--- config.mk ---
export PLATFORM = sky130hd
export DESIGN_NAME = alu_sequencer_flat
export DESIGN_NICKNAME = d
export VERILOG_FILES = /design/src/rtl/alu_seq_pkg.sv /design/src/rtl/alu_sequencer_if.sv /design/src/rtl/alu_seq_fifo.sv /design/src/rtl/alu_sequencer.sv /design/src/flat_wrapper.sv
export SDC_FILE = /design/constraint.sdc
export NUM_CORES = 1
export LEC_CHECK = 0
export ABC_AREA = 1
export CAP_MARGIN = 20
export CORE_MARGIN = 2
export CORE_UTILIZATION = 45
export CTS_BUF_LIST = sky130_fd_sc_hd__clkbuf_4 sky130_fd_sc_hd__clkbuf_8
export DETAILED_ROUTE_END_ITERATION = 7
export GPL_TIMING_DRIVEN = 0
export PLACE_DENSITY = 0.65
export SETUP_SLACK_MARGIN = 0.5
export SYNTH_ARGS = -nofsm -noshare
export SYNTH_HDL_FRONTEND = slang
export SYNTH_HIERARCHICAL = 1
export SYNTH_SLANG_ARGS = --single-unit
--- constraint.sdc ---
create_clock -name clk -period 4.9 [get_ports clk]
set_input_delay 0.49 -clock clk [delete_from_list [all_inputs] [get_ports clk]]
set_output_delay 0.49 -clock clk [all_outputs]
set_load 0.01 [all_outputs]
--- src/rtl/alu_seq_pkg.sv ---
// alu_seq_pkg: shared types and constants for the ALU control sequencer.
//   state_t   : sequencer states
//   OP_*      : ALU opcodes carried in the sel field
//   instr_t   : control header of an instruction word. It occupies bits
//               [DATA_W+5:DATA_W]; the B operand fills bits [DATA_W-1:0].
//   OFF_*     : field offsets above DATA_W inside the instruction word
package alu_seq_pkg;

    typedef enum logic [1:0] {IDLE, DRIVE, LOAD, CLEAR} state_t;

    localparam logic [2:0] OP_NOT = 3'b000;
    localparam logic [2:0] OP_AND = 3'b001;
    localparam logic [2:0] OP_OR  = 3'b010;
    localparam logic [2:0] OP_XOR = 3'b011;
    localparam logic [2:0] OP_INC = 3'b100;
    localparam logic [2:0] OP_DEC = 3'b101;
    localparam logic [2:0] OP_ADD = 3'b110;
    localparam logic [2:0] OP_SUB = 3'b111;

    localparam int INSTR_HDR_W = 6;
    localparam int OFF_DST = 0;
    localparam int OFF_SRC = 1;
    localparam int OFF_SEL = 2;
    localparam int OFF_CLR = 5;

    typedef struct packed {
        logic       clr;
        logic [2:0] sel;
        logic       src;
        logic       dst;
    } instr_t;

endpackage

--- src/rtl/alu_sequencer_if.sv ---
// alu_sequencer_if: instruction push channel (valid/ready).
//   in_valid : instruction word valid (master -> slave)
//   in_instr : {clr, sel[2:0], src, dst, b[DATA_W-1:0]} (master -> slave)
//   in_ready : queue can accept a word (slave -> master)
interface alu_sequencer_if #(parameter int DATA_W = 4);
    logic              in_valid;
    logic [DATA_W+5:0] in_instr;
    logic              in_ready;

    modport master (output in_valid, output in_instr, input in_ready);
    modport slave  (input in_valid, input in_instr, output in_ready);
endinterface

--- src/rtl/alu_seq_fifo.sv ---
// alu_seq_fifo: DEPTH x W synchronous FIFO, show-ahead read port.
//   clk, rst_n : clock, asynchronous active-low reset (flushes the queue)
//   push/wdata : write request; ignored while full
//   pop/rdata  : rdata is the head entry; pop ignored while empty
//   full/empty : occupancy flags
module alu_seq_fifo #(
    parameter int DEPTH = 4,
    parameter int W     = 10
) (
    input  logic         clk,
    input  logic         rst_n,
    input  logic         push,
    input  logic [W-1:0] wdata,
    input  logic         pop,
    output logic [W-1:0] rdata,
    output logic         full,
    output logic         empty
);
    localparam int AW = $clog2(DEPTH);

    logic [W-1:0]  mem [DEPTH];
    logic [AW-1:0] wr_ptr, rd_ptr;
    logic [AW:0]   count;   // one extra bit separates full from empty
    logic          push_ok, pop_ok;

    assign full    = (count == (AW+1)'(DEPTH));
    assign empty   = (count == '0);
    assign push_ok = push && !full;
    assign pop_ok  = pop && !empty;
    assign rdata   = mem[rd_ptr];

    always_ff @(posedge clk) begin
        if (push_ok) mem[wr_ptr] <= wdata;
    end

    // DEPTH is a power of two, so the pointers wrap naturally.
    always_ff @(posedge clk or negedge rst_n) begin
        if (!rst_n) begin
            wr_ptr <= '0;
            rd_ptr <= '0;
            count  <= '0;
        end else begin
            if (push_ok) wr_ptr <= wr_ptr + 1'b1;
            if (pop_ok)  rd_ptr <= rd_ptr + 1'b1;
            case ({push_ok, pop_ok})
                2'b10:   count <= count + 1'b1;
                2'b01:   count <= count - 1'b1;
                default: count <= count;
            endcase
        end
    end
endmodule

--- src/rtl/alu_sequencer.sv ---
// alu_sequencer: expands queued micro-instructions into register/ALU control
// strobes for the two-register sequential ALU datapath.
//   clk         : system clock
//   MRbar       : asynchronous active-low reset (aborts sequence, flushes queue)
//   up          : instruction push channel (slave side)
//   carry_in    : ALU carry-out, captured at the end of LOAD
//   EObar1/2    : active-low, reg1/reg2 drives the ALU A bus
//   EIbar1/2    : active-low, reg1/reg2 loads Y
//   sel, b_out  : ALU opcode and B operand
//   MR          : active-high master reset to both registers
//   reg_clk     : register load clock (high during LOAD)
//   carry_q     : carry captured at the last LOAD, cleared by CLEAR
//   busy        : sequencer active or queue non-empty
//   retired     : (RETIRE_COUNT_EN only) count of completed LOAD/CLEAR, wraps
// Optional feature macro: RETIRE_COUNT_EN
module alu_sequencer
    import alu_seq_pkg::*;
#(
    parameter int DEPTH      = 4,
    parameter int DATA_W     = 4,
    parameter int SETTLE_CYC = 1
) (
    input  logic              clk,
    input  logic              MRbar,
    alu_sequencer_if.slave    up,
    input  logic              carry_in,
    output logic              EObar1,
    output logic              EObar2,
    output logic              EIbar1,
    output logic              EIbar2,
    output logic [2:0]        sel,
    output logic [DATA_W-1:0] b_out,
    output logic              MR,
    output logic              reg_clk,
    output logic              carry_q,
    output logic              busy
`ifdef RETIRE_COUNT_EN
    ,
    output logic [7:0]        retired
`endif
);
    localparam int CW = (SETTLE_CYC > 1) ? $clog2(SETTLE_CYC) : 1;

    state_t            state, state_nxt;
    logic [CW-1:0]     cnt;
    instr_t            cur_hdr, cur_hdr_nxt, fifo_hdr;
    logic [DATA_W-1:0] cur_b, cur_b_nxt, fifo_b;
    logic [DATA_W+5:0] fifo_word;
    logic              full, empty, pop;
    logic              drv, ld;

    alu_seq_fifo #(.DEPTH(DEPTH), .W(DATA_W + INSTR_HDR_W)) u_fifo (
        .clk   (clk),
        .rst_n (MRbar),
        .push  (up.in_valid),
        .wdata (up.in_instr),
        .pop   (pop),
        .rdata (fifo_word),
        .full  (full),
        .empty (empty)
    );

    assign up.in_ready = !full;
    assign fifo_hdr    = instr_t'(fifo_word[DATA_W+5:DATA_W]);
    assign fifo_b      = fifo_word[DATA_W-1:0];
    assign busy        = (state != IDLE) || !empty;

    always_ff @(posedge clk or negedge MRbar) begin
        if (!MRbar) state <= IDLE;
        else        state <= state_nxt;
    end

    always_comb begin
        state_nxt   = state;
        pop         = 1'b0;
        cur_hdr_nxt = cur_hdr;
        cur_b_nxt   = cur_b;
        case (state)
            IDLE: if (!empty) begin
                pop         = 1'b1;
                cur_hdr_nxt = fifo_hdr;
                cur_b_nxt   = fifo_b;
                state_nxt   = fifo_hdr.clr ? CLEAR : DRIVE;
            end
            DRIVE:   if (cnt == CW'(SETTLE_CYC - 1)) state_nxt = LOAD;
            LOAD:    state_nxt = IDLE;
            CLEAR:   state_nxt = IDLE;
            default: state_nxt = IDLE;
        endcase
        // Outputs are registered from the next state so they line up with it.
        drv = (state_nxt == DRIVE) || (state_nxt == LOAD);
        ld  = (state_nxt == LOAD);
    end

    always_ff @(posedge clk or negedge MRbar) begin
        if (!MRbar) begin
            cur_hdr <= '0;
            cur_b   <= '0;
            cnt     <= '0;
            EObar1  <= 1'b1;
            EObar2  <= 1'b1;
            EIbar1  <= 1'b1;
            EIbar2  <= 1'b1;
            sel     <= '0;
            b_out   <= '0;
            MR      <= 1'b0;
            reg_clk <= 1'b0;
            carry_q <= 1'b0;
        end else begin
            cur_hdr <= cur_hdr_nxt;
            cur_b   <= cur_b_nxt;
            cnt     <= (state == DRIVE && state_nxt == DRIVE) ? cnt + 1'b1 : '0;
            EObar1  <= !(drv && !cur_hdr_nxt.src);
            EObar2  <= !(drv &&  cur_hdr_nxt.src);
            EIbar1  <= !(ld && !cur_hdr_nxt.dst);
            EIbar2  <= !(ld &&  cur_hdr_nxt.dst);
            sel     <= drv ? cur_hdr_nxt.sel : 3'b000;
            b_out   <= drv ? cur_b_nxt : '0;
            MR      <= (state_nxt == CLEAR);
            reg_clk <= ld;
            // Carry is taken on the edge that leaves LOAD, i.e. as reg_clk falls.
            if (state == LOAD)       carry_q <= carry_in;
            else if (state == CLEAR) carry_q <= 1'b0;
        end
    end

`ifdef RETIRE_COUNT_EN
    always_ff @(posedge clk or negedge MRbar) begin
        if (!MRbar)                             retired <= '0;
        else if (state == LOAD || state == CLEAR) retired <= retired + 8'd1;
    end
`endif

endmodule

--- src/flat_wrapper.sv ---
// flat-port wrapper written by rule: the top's interface ports become plain ports
module alu_sequencer_flat import alu_seq_pkg::*;
#(
    parameter int DEPTH      = 4,
    parameter int DATA_W     = 4,
    parameter int SETTLE_CYC = 1
)
  (clk, MRbar, carry_in, EObar1, EObar2, EIbar1, EIbar2, sel, b_out, MR, reg_clk, carry_q, busy, up_in_valid, up_in_instr, up_in_ready);
  alu_sequencer_if #(.DATA_W(DATA_W)) up_i ();
  input  logic clk;
  input  logic MRbar;
  input  logic carry_in;
  output logic EObar1;
  output logic EObar2;
  output logic EIbar1;
  output logic EIbar2;
  output logic [2:0] sel;
  output logic [DATA_W-1:0] b_out;
  output logic MR;
  output logic reg_clk;
  output logic carry_q;
  output logic busy;
  input wire logic [$bits(up_i.in_valid)-1:0] up_in_valid;
  input wire logic [$bits(up_i.in_instr)-1:0] up_in_instr;
  output wire logic [$bits(up_i.in_ready)-1:0] up_in_ready;
  assign up_i.in_valid = up_in_valid;
  assign up_i.in_instr = up_in_instr;
  assign up_in_ready = up_i.in_ready;
  alu_sequencer #(.DEPTH(DEPTH), .DATA_W(DATA_W), .SETTLE_CYC(SETTLE_CYC)) u_core (.clk(clk), .MRbar(MRbar), .up(up_i), .carry_in(carry_in), .EObar1(EObar1), .EObar2(EObar2), .EIbar1(EIbar1), .EIbar2(EIbar2), .sel(sel), .b_out(b_out), .MR(MR), .reg_clk(reg_clk), .carry_q(carry_q), .busy(busy));
endmodule
* Word-level counts from Yosys, hierarchy flattened *
Memory sizes are Yosys's and may differ from the RTL's.
Index checks and enable logic that the tools add are counted.
Widths: inputs -> output; s select.

storage, ports and cells
  register bits = 33
  latch bits = 0
  RAM bits = 40
  ROM bits = 0
  input bits = 14
  word-level logic and storage cells = 74
  memories kept = 1

operators by class
  add/subtract/negate cells = 5
  $mul = 0
  divide/modulo/power cells = 0
  $lt $le $gt $ge = 0
  eq/ne operators = 9
  shift operators = 0
  muxes and demuxes = 18
  bitwise operators = 0
  reduce and logical (&&, ||, !) cells = 23

memory list
  memory             words  width  rd ports  clocked after Yosys merged registers in  wr ports  line                RTL
  u_core.u_fifo.mem  4      10     1         0                                        1         alu_seq_fifo.sv:21  logic [W-1:0] mem [DEPTH];

operators with widths
  kind                 count
  $mux 4               3
  $eq 2x2->1 const B   5
  $mux 5               2
  $logic_not 1->1      8
  $logic_and 1x1->1    7
  $mux 1               7
  $eq 2x1->1 const B   3
  $mux 2               3
  $pmux 2 s3           1
  $pmux 3 s2           1
  $reduce_bool 2->1    3
  $add 2x1->2 const B  2
  $add 3x1->3 const B  1
  $eq 3x3->1 const B   1
  $logic_not 3->1      1
  $mux 3               1
  $sub 3x1->3 const B  1
  $logic_not 2->1      1
  $logic_or 1x1->1     2
  $reduce_or 2->1      1
  $add 1x1->1 const B  1

* Depth between registers and ports, before layout *
An unclocked memory read counts as a cell.

  depth after elaboration = 8
  gate-level depth with buffers = 16
  gate-level depth less buffers = 16

* Modules after synthesis *
The synthesis kept the hierarchy.

by module, submodules not included
  module         instances  cells an instance  area each (µm²)  sequential area each (µm²)
  alu_seq_fifo   1          178                2,084.5          1,376.3
  alu_sequencer  1          113                1,038.5          655.6

* Worst setup path before layout *
Ideal clock, no wire load.

  path kind = reg-to-reg
  start = register u_core.u_fifo.count[0]
  end = register u_core.u_fifo.count[2]
  setup time = 117 ps
  arrival = 1,852 ps
  data required time = 4,783 ps
  path slack = 2,931 ps
  cell stages (with the launch flop) = 16
  buffers on the path = 0
  period minus slack after synthesis = 1,969 ps
  cell sequence = dfrtp_1 inv_1 nand3_1 inv_1 inv_2 nand2_1 inv_1 nand2_1 inv_1 ha_1 inv_1 fa_1 nand2_1 nand3_1 nand2_1 nand2_1

between the ends
  word-level cells in the longest chain between the ends = 6

RTL lines
  element                                                 line                 RTL
  start, declared                                         alu_seq_fifo.sv:23   logic [AW:0] count;
  start signal, assigned                                  alu_seq_fifo.sv:46   2'b10: count <= count + 1'b1;
  start signal, assigned                                  alu_seq_fifo.sv:47   2'b01: count <= count - 1'b1;
  start signal, assigned                                  alu_seq_fifo.sv:48   default: count <= count;
  $logic_not 3->1 *                                       alu_seq_fifo.sv:27   assign empty = (count == '0);
  named net u_core.empty                                  alu_sequencer.sv:49  logic full, empty, pop;
  $mux 1 *                                                alu_sequencer.sv:79  IDLE: if (!empty) begin
  $mux 1 *                                                alu_sequencer.sv:78  case (state)
  named net u_core.pop                                    alu_sequencer.sv:49
  $logic_and 1x1->1 *                                     alu_seq_fifo.sv:29   assign pop_ok = pop && !empty;
  named net u_core.u_fifo.pop_ok                          alu_seq_fifo.sv:24   logic push_ok, pop_ok;
  $eq 2x1->1 / $eq 2x2->1 (equally long branches)         alu_seq_fifo.sv:45   case ({push_ok, pop_ok})
  $pmux 3 s2 / $reduce_bool 2->1 (equally long branches)  -

The timed path passes the listed nets; every way through them passes the cells marked *.
A chain may end at the register's enable or synchronous reset.

* Worst setup path in the final report *
  start = register u_core.u_fifo.count[0]
  end = register u_core.EObar1

between the ends
  word-level cells in the longest chain between the ends = 7

RTL lines
  element                                          line                  RTL
  $logic_not 3->1 *                                alu_seq_fifo.sv:27
  named net u_core.empty                           alu_sequencer.sv:49
  $mux 2 *                                         alu_sequencer.sv:79
  $pmux 2 s3 *                                     alu_sequencer.sv:78
  named net u_core.state_nxt[0]                    alu_sequencer.sv:44   state_t state, state_nxt;
  $eq 2x1->1 / $eq 2x2->1 (equally long branches)  alu_sequencer.sv:91   drv = (state_nxt == DRIVE) || (state_nxt == LOAD);
  $logic_or 1x1->1 *                               alu_sequencer.sv:91
  $logic_and 1x1->1 *                              alu_sequencer.sv:113  EObar1 <= !(drv && !cur_hdr_nxt.src);
  $logic_not 1->1 *                                alu_sequencer.sv:113
  end signal, assigned                             alu_sequencer.sv:113
  end, declared                                    alu_sequencer.sv:27   output logic EObar1,

Marked as above.

==> flow_summary.toml <==
[synth]
synth_most_common_cell = "sky130_fd_sc_hd__nand2_1"
synth.cells.most_frequent = "sky130_fd_sc_hd__nand2_1, sky130_fd_sc_hd__inv_1, sky130_fd_sc_hd__edfxtp_1"
synthCells = 291
async_flop_share_pct = 45.2
synthesis.nets = 314
synthesis.area_sq_um = 3120
synth_seq_area_share_pct = 65.1
synthDistinctLibCells = 23
synth-edff-count = 40
netlist.area_leader.share_pct = 38.5
postSynth.topFlopCell = "sky130_fd_sc_hd__edfxtp_1"
ys_ff_latch = 73
synth_area_leaders = "sky130_fd_sc_hd__edfxtp_1, sky130_fd_sc_hd__dfrtp_1, sky130_fd_sc_hd__nand2_1"
yosys_warnings = 6
post_synth.cell_area_avg_sq_um = 10.7
cell_type_with_the_highest_aggregate_area_in_the_netlist = "sky130_fd_sc_hd__edfxtp_1"

[global_routing]
grt_start_max_net_pins = 34
grt_first_pass_wirelength_mm = 8.88
grt_util_met2_pct = 25.3
gr-max-usage-layer = "met2"
grt_util_met3_pct = 3.41
first_global_vias = 1904
grt_remaining_overflow = 0
grtUsageTotal_pct = 15.4
grt_antenna_before_repair = 0
grt.met1_usage_pct = 19.7

[power]
internal_dissipation_w = 0.00149
share_seq_of_total_power_pct = 39.1
power_density_nw_per_um2 = 642
power.combinational.fraction_pct = 41.9
net-switching-power_w = 0.000889
static-leakage-power_nw = 1.74
worst_ir_drop_vdd_mv = 0.234
pwr-share-clk_pct = 19.0
swShare_pct = 37.4

[run]
cap_violations = 0

[cells_and_area]
antenna_fix_cells = 0
design_area_sq_um = 3700
final_nets = 354
synthToLayoutAreaGrowth_pct = 18.4
layout-drive-gt1-share_pct = 11.0

[clocking]
cts-buffers-inserted = 9
ctsHoldBuffers = 0
cts.htree.levels = 3
cts_tree = "done"
clockRootBuffer = "sky130_fd_sc_hd__clkbuf_8"
clock_path_buffers = 2
clk_pin_slew_ns = 0.08
cts_setup_buffers = 0
cts.repair.resized = 0
clock_sinks = 73
clkLatencyLatePin_ns = 0.34

[sta]
timing.clock.skew_ns = 0.00828
tns_ns = 0
period_needed_ns = 2.21
setup_viol = 0
max_freq_mhz = 452
timing_worst_slew_pin_value_ns = 0.995
timing.final.crit_share_pct = 45.2
timing.final.hold_violations = 0
drv_slew = 0
timing.slew.headroom_pct = 33.4
grt_setup_unrepaired = "no"

[setup_path]
timing.critical_path.required_ns = 5.17
timing.setup.critical_path_class = "reg -> reg"
worstPathArrival_ns = 2.49
crit_path_end_kind = "register"
critPathLaunchType = "register"
crit_fanout = 10

[routing]
detailedRoute.firstPassIterationCount = 4
postRouteAntennaNets = 0
route.detailed.wl_per_inst_microns = 12.3
routed_vias_inst = 4.64
detail_route.wirelength_mm = 5.13
num_vias = 1930
detail_route.iter0.violations = 99
route.detailed.drc = 0

[placed_design]
dpl.hpwl_mm = 3.47
gp_congestion = 0.752
placedInstanceArea_sq_um = 3510
buffer_ports.inserted = 29

[floorplanning]
dieHeight_microns = 87.3
initial_core_util_pct = 46.2
chipWidth_microns = 87.3
num_rows = 30
dieArea_sq_um = 7620
fp.coreArea_sq_um = 6760
io_pins = 30

[worst_hold_path]
min_delay_worst_type = "in -> async"

[status]
run_status = "completed"
[layout make-up]
class | instances | area, sq um
fillers | 596 | 3060
flip-flops and latches | 73 | 2030
multi-input cells | 142 | 763
repair buffers | 29 | 285
inverters | 67 | 251
clock buffers | 10 | 131
well taps | 80 | 100
plain buffers | 9 | 76.3
clock inverters | 6 | 58.8
[cell families (layout without fill, tap and decap cells)]
group,Yosys count,count (layout),share of synthesized area (%)
AND/OR/NAND/NOR,110,110,14.4
XOR/XNOR,1,1,0.280
AO/OA/AOI/OAI,22,22,5.93
adder cells (fa/ha/maj),9,9,3.85
buffers and inverters,76,121,10.5
flip-flops,73,73,65.1
[sequential cells by signal, summed over array words and instances (netlist names), 2 cells and up]
| name | flops |
|---|---|
| u_core/b_out | 4 |
| u_core/u_fifo/count | 3 |
| u_core/u_fifo/wr_ptr | 2 |
| u_core/u_fifo/mem | 40 |
| u_core/cur_hdr | 5 |
| u_core/u_fifo/rd_ptr | 2 |
| u_core/state | 2 |
| u_core/cur_b | 4 |
| u_core/sel | 3 |
[critical path, stage by stage, from the launching register on]
cell,delay (ns)
sky130_fd_sc_hd__dfrtp_1,0.37
sky130_fd_sc_hd__inv_1,0.10
sky130_fd_sc_hd__nand3_1,0.16
sky130_fd_sc_hd__inv_1,0.09
sky130_fd_sc_hd__inv_2,0.14
sky130_fd_sc_hd__nand2_1,0.10
sky130_fd_sc_hd__buf_6,0.15
sky130_fd_sc_hd__o21ai_0,0.20
sky130_fd_sc_hd__inv_1,0.09
sky130_fd_sc_hd__ha_1,0.29
sky130_fd_sc_hd__buf_1,0.26
sky130_fd_sc_hd__inv_1,0.10
sky130_fd_sc_hd__nand3_1,0.10
[per-stage QoR]
stage / hold slack, ns / worst slack [ns] / std cells / util (%) / power [W]
6_report: 0.201 / 2.69 / 416 / 54.7 / 0.00237
5_1_grt: 0.257 / 2.38 / 416 / 54.7 / 0.00260
4_1_cts: 0.214 / 2.66 / 416 / 54.7 / 0.00240
3_5_place_dp: 0.467 / 2.53 / 400 / 51.9 / 0.00195
3_3_place_gp: 0.463 / 2.58 / 400 / 52.0 / 0.00192
2_1_floorplan: 0.194 / 2.93 / 291 / - / 0.00164
[power by group through the flow]
stage	clock [W]	combinational [W]	sequential, W
2_1_floorplan	0	0.000692	0.000951
4_1_cts	0.000462	0.00101	0.000930
3_3_place_gp	0	0.000983	0.000937
3_5_place_dp	0	0.00101	0.000941
5_1_grt	0.000490	0.00116	0.000949
6_report	0.000451	0.000995	0.000929
[path summary, 6_finish.rpt]
| path | startpoint | end | slack, ns | depth (start not counted) |
|---|---|---|---|---|
| max | u_core/u_fifo/count[0] | u_core/EObar1 | 2.69 | 12 |
| min | MRbar | u_core/MR | 0.20 | 1 |
| max reg2reg | u_core/u_fifo/count[0] | u_core/EObar1 | 2.69 | 12 |
| min reg2reg | u_core/u_fifo/count[0] | u_core/u_fifo/count[0] | 0.48 | 1 |
| max in group asynchronous | MRbar | u_core/cur_b[1] | 4.23 | 1 |
| min in group clk | u_core/u_fifo/count[0] | u_core/u_fifo/count[0] | 0.48 | 1 |
[placed cells by master (no fill, tap or decap), types with 4 or more instances in the layout]
cell type / instances
sky130_fd_sc_hd__ha_1: 8
sky130_fd_sc_hd__o211ai_1: 15
sky130_fd_sc_hd__nand3_1: 18
sky130_fd_sc_hd__nor2_1: 13
sky130_fd_sc_hd__clkbuf_8: 9
sky130_fd_sc_hd__dfstp_2: 4
sky130_fd_sc_hd__o211ai_2: 5
sky130_fd_sc_hd__clkdlybuf4s50_1: 28
sky130_fd_sc_hd__nand2_1: 75
sky130_fd_sc_hd__dfrtp_1: 29
sky130_fd_sc_hd__buf_6: 4
sky130_fd_sc_hd__edfxtp_1: 40
sky130_fd_sc_hd__inv_1: 65
[metal layers]
| layer | vias to the layer above | share of wire [%] |
|---|---|---|
| li1 | 1000 | - |
| met1 | 888 | 47 |
| met2 | 30 | 48 |
| met3 | 12 | 2.9 |
| met4 | 0 | 1.6 |
| met5 | - | 0 |
No activity file was read; power rests on OpenSTA's default activity.
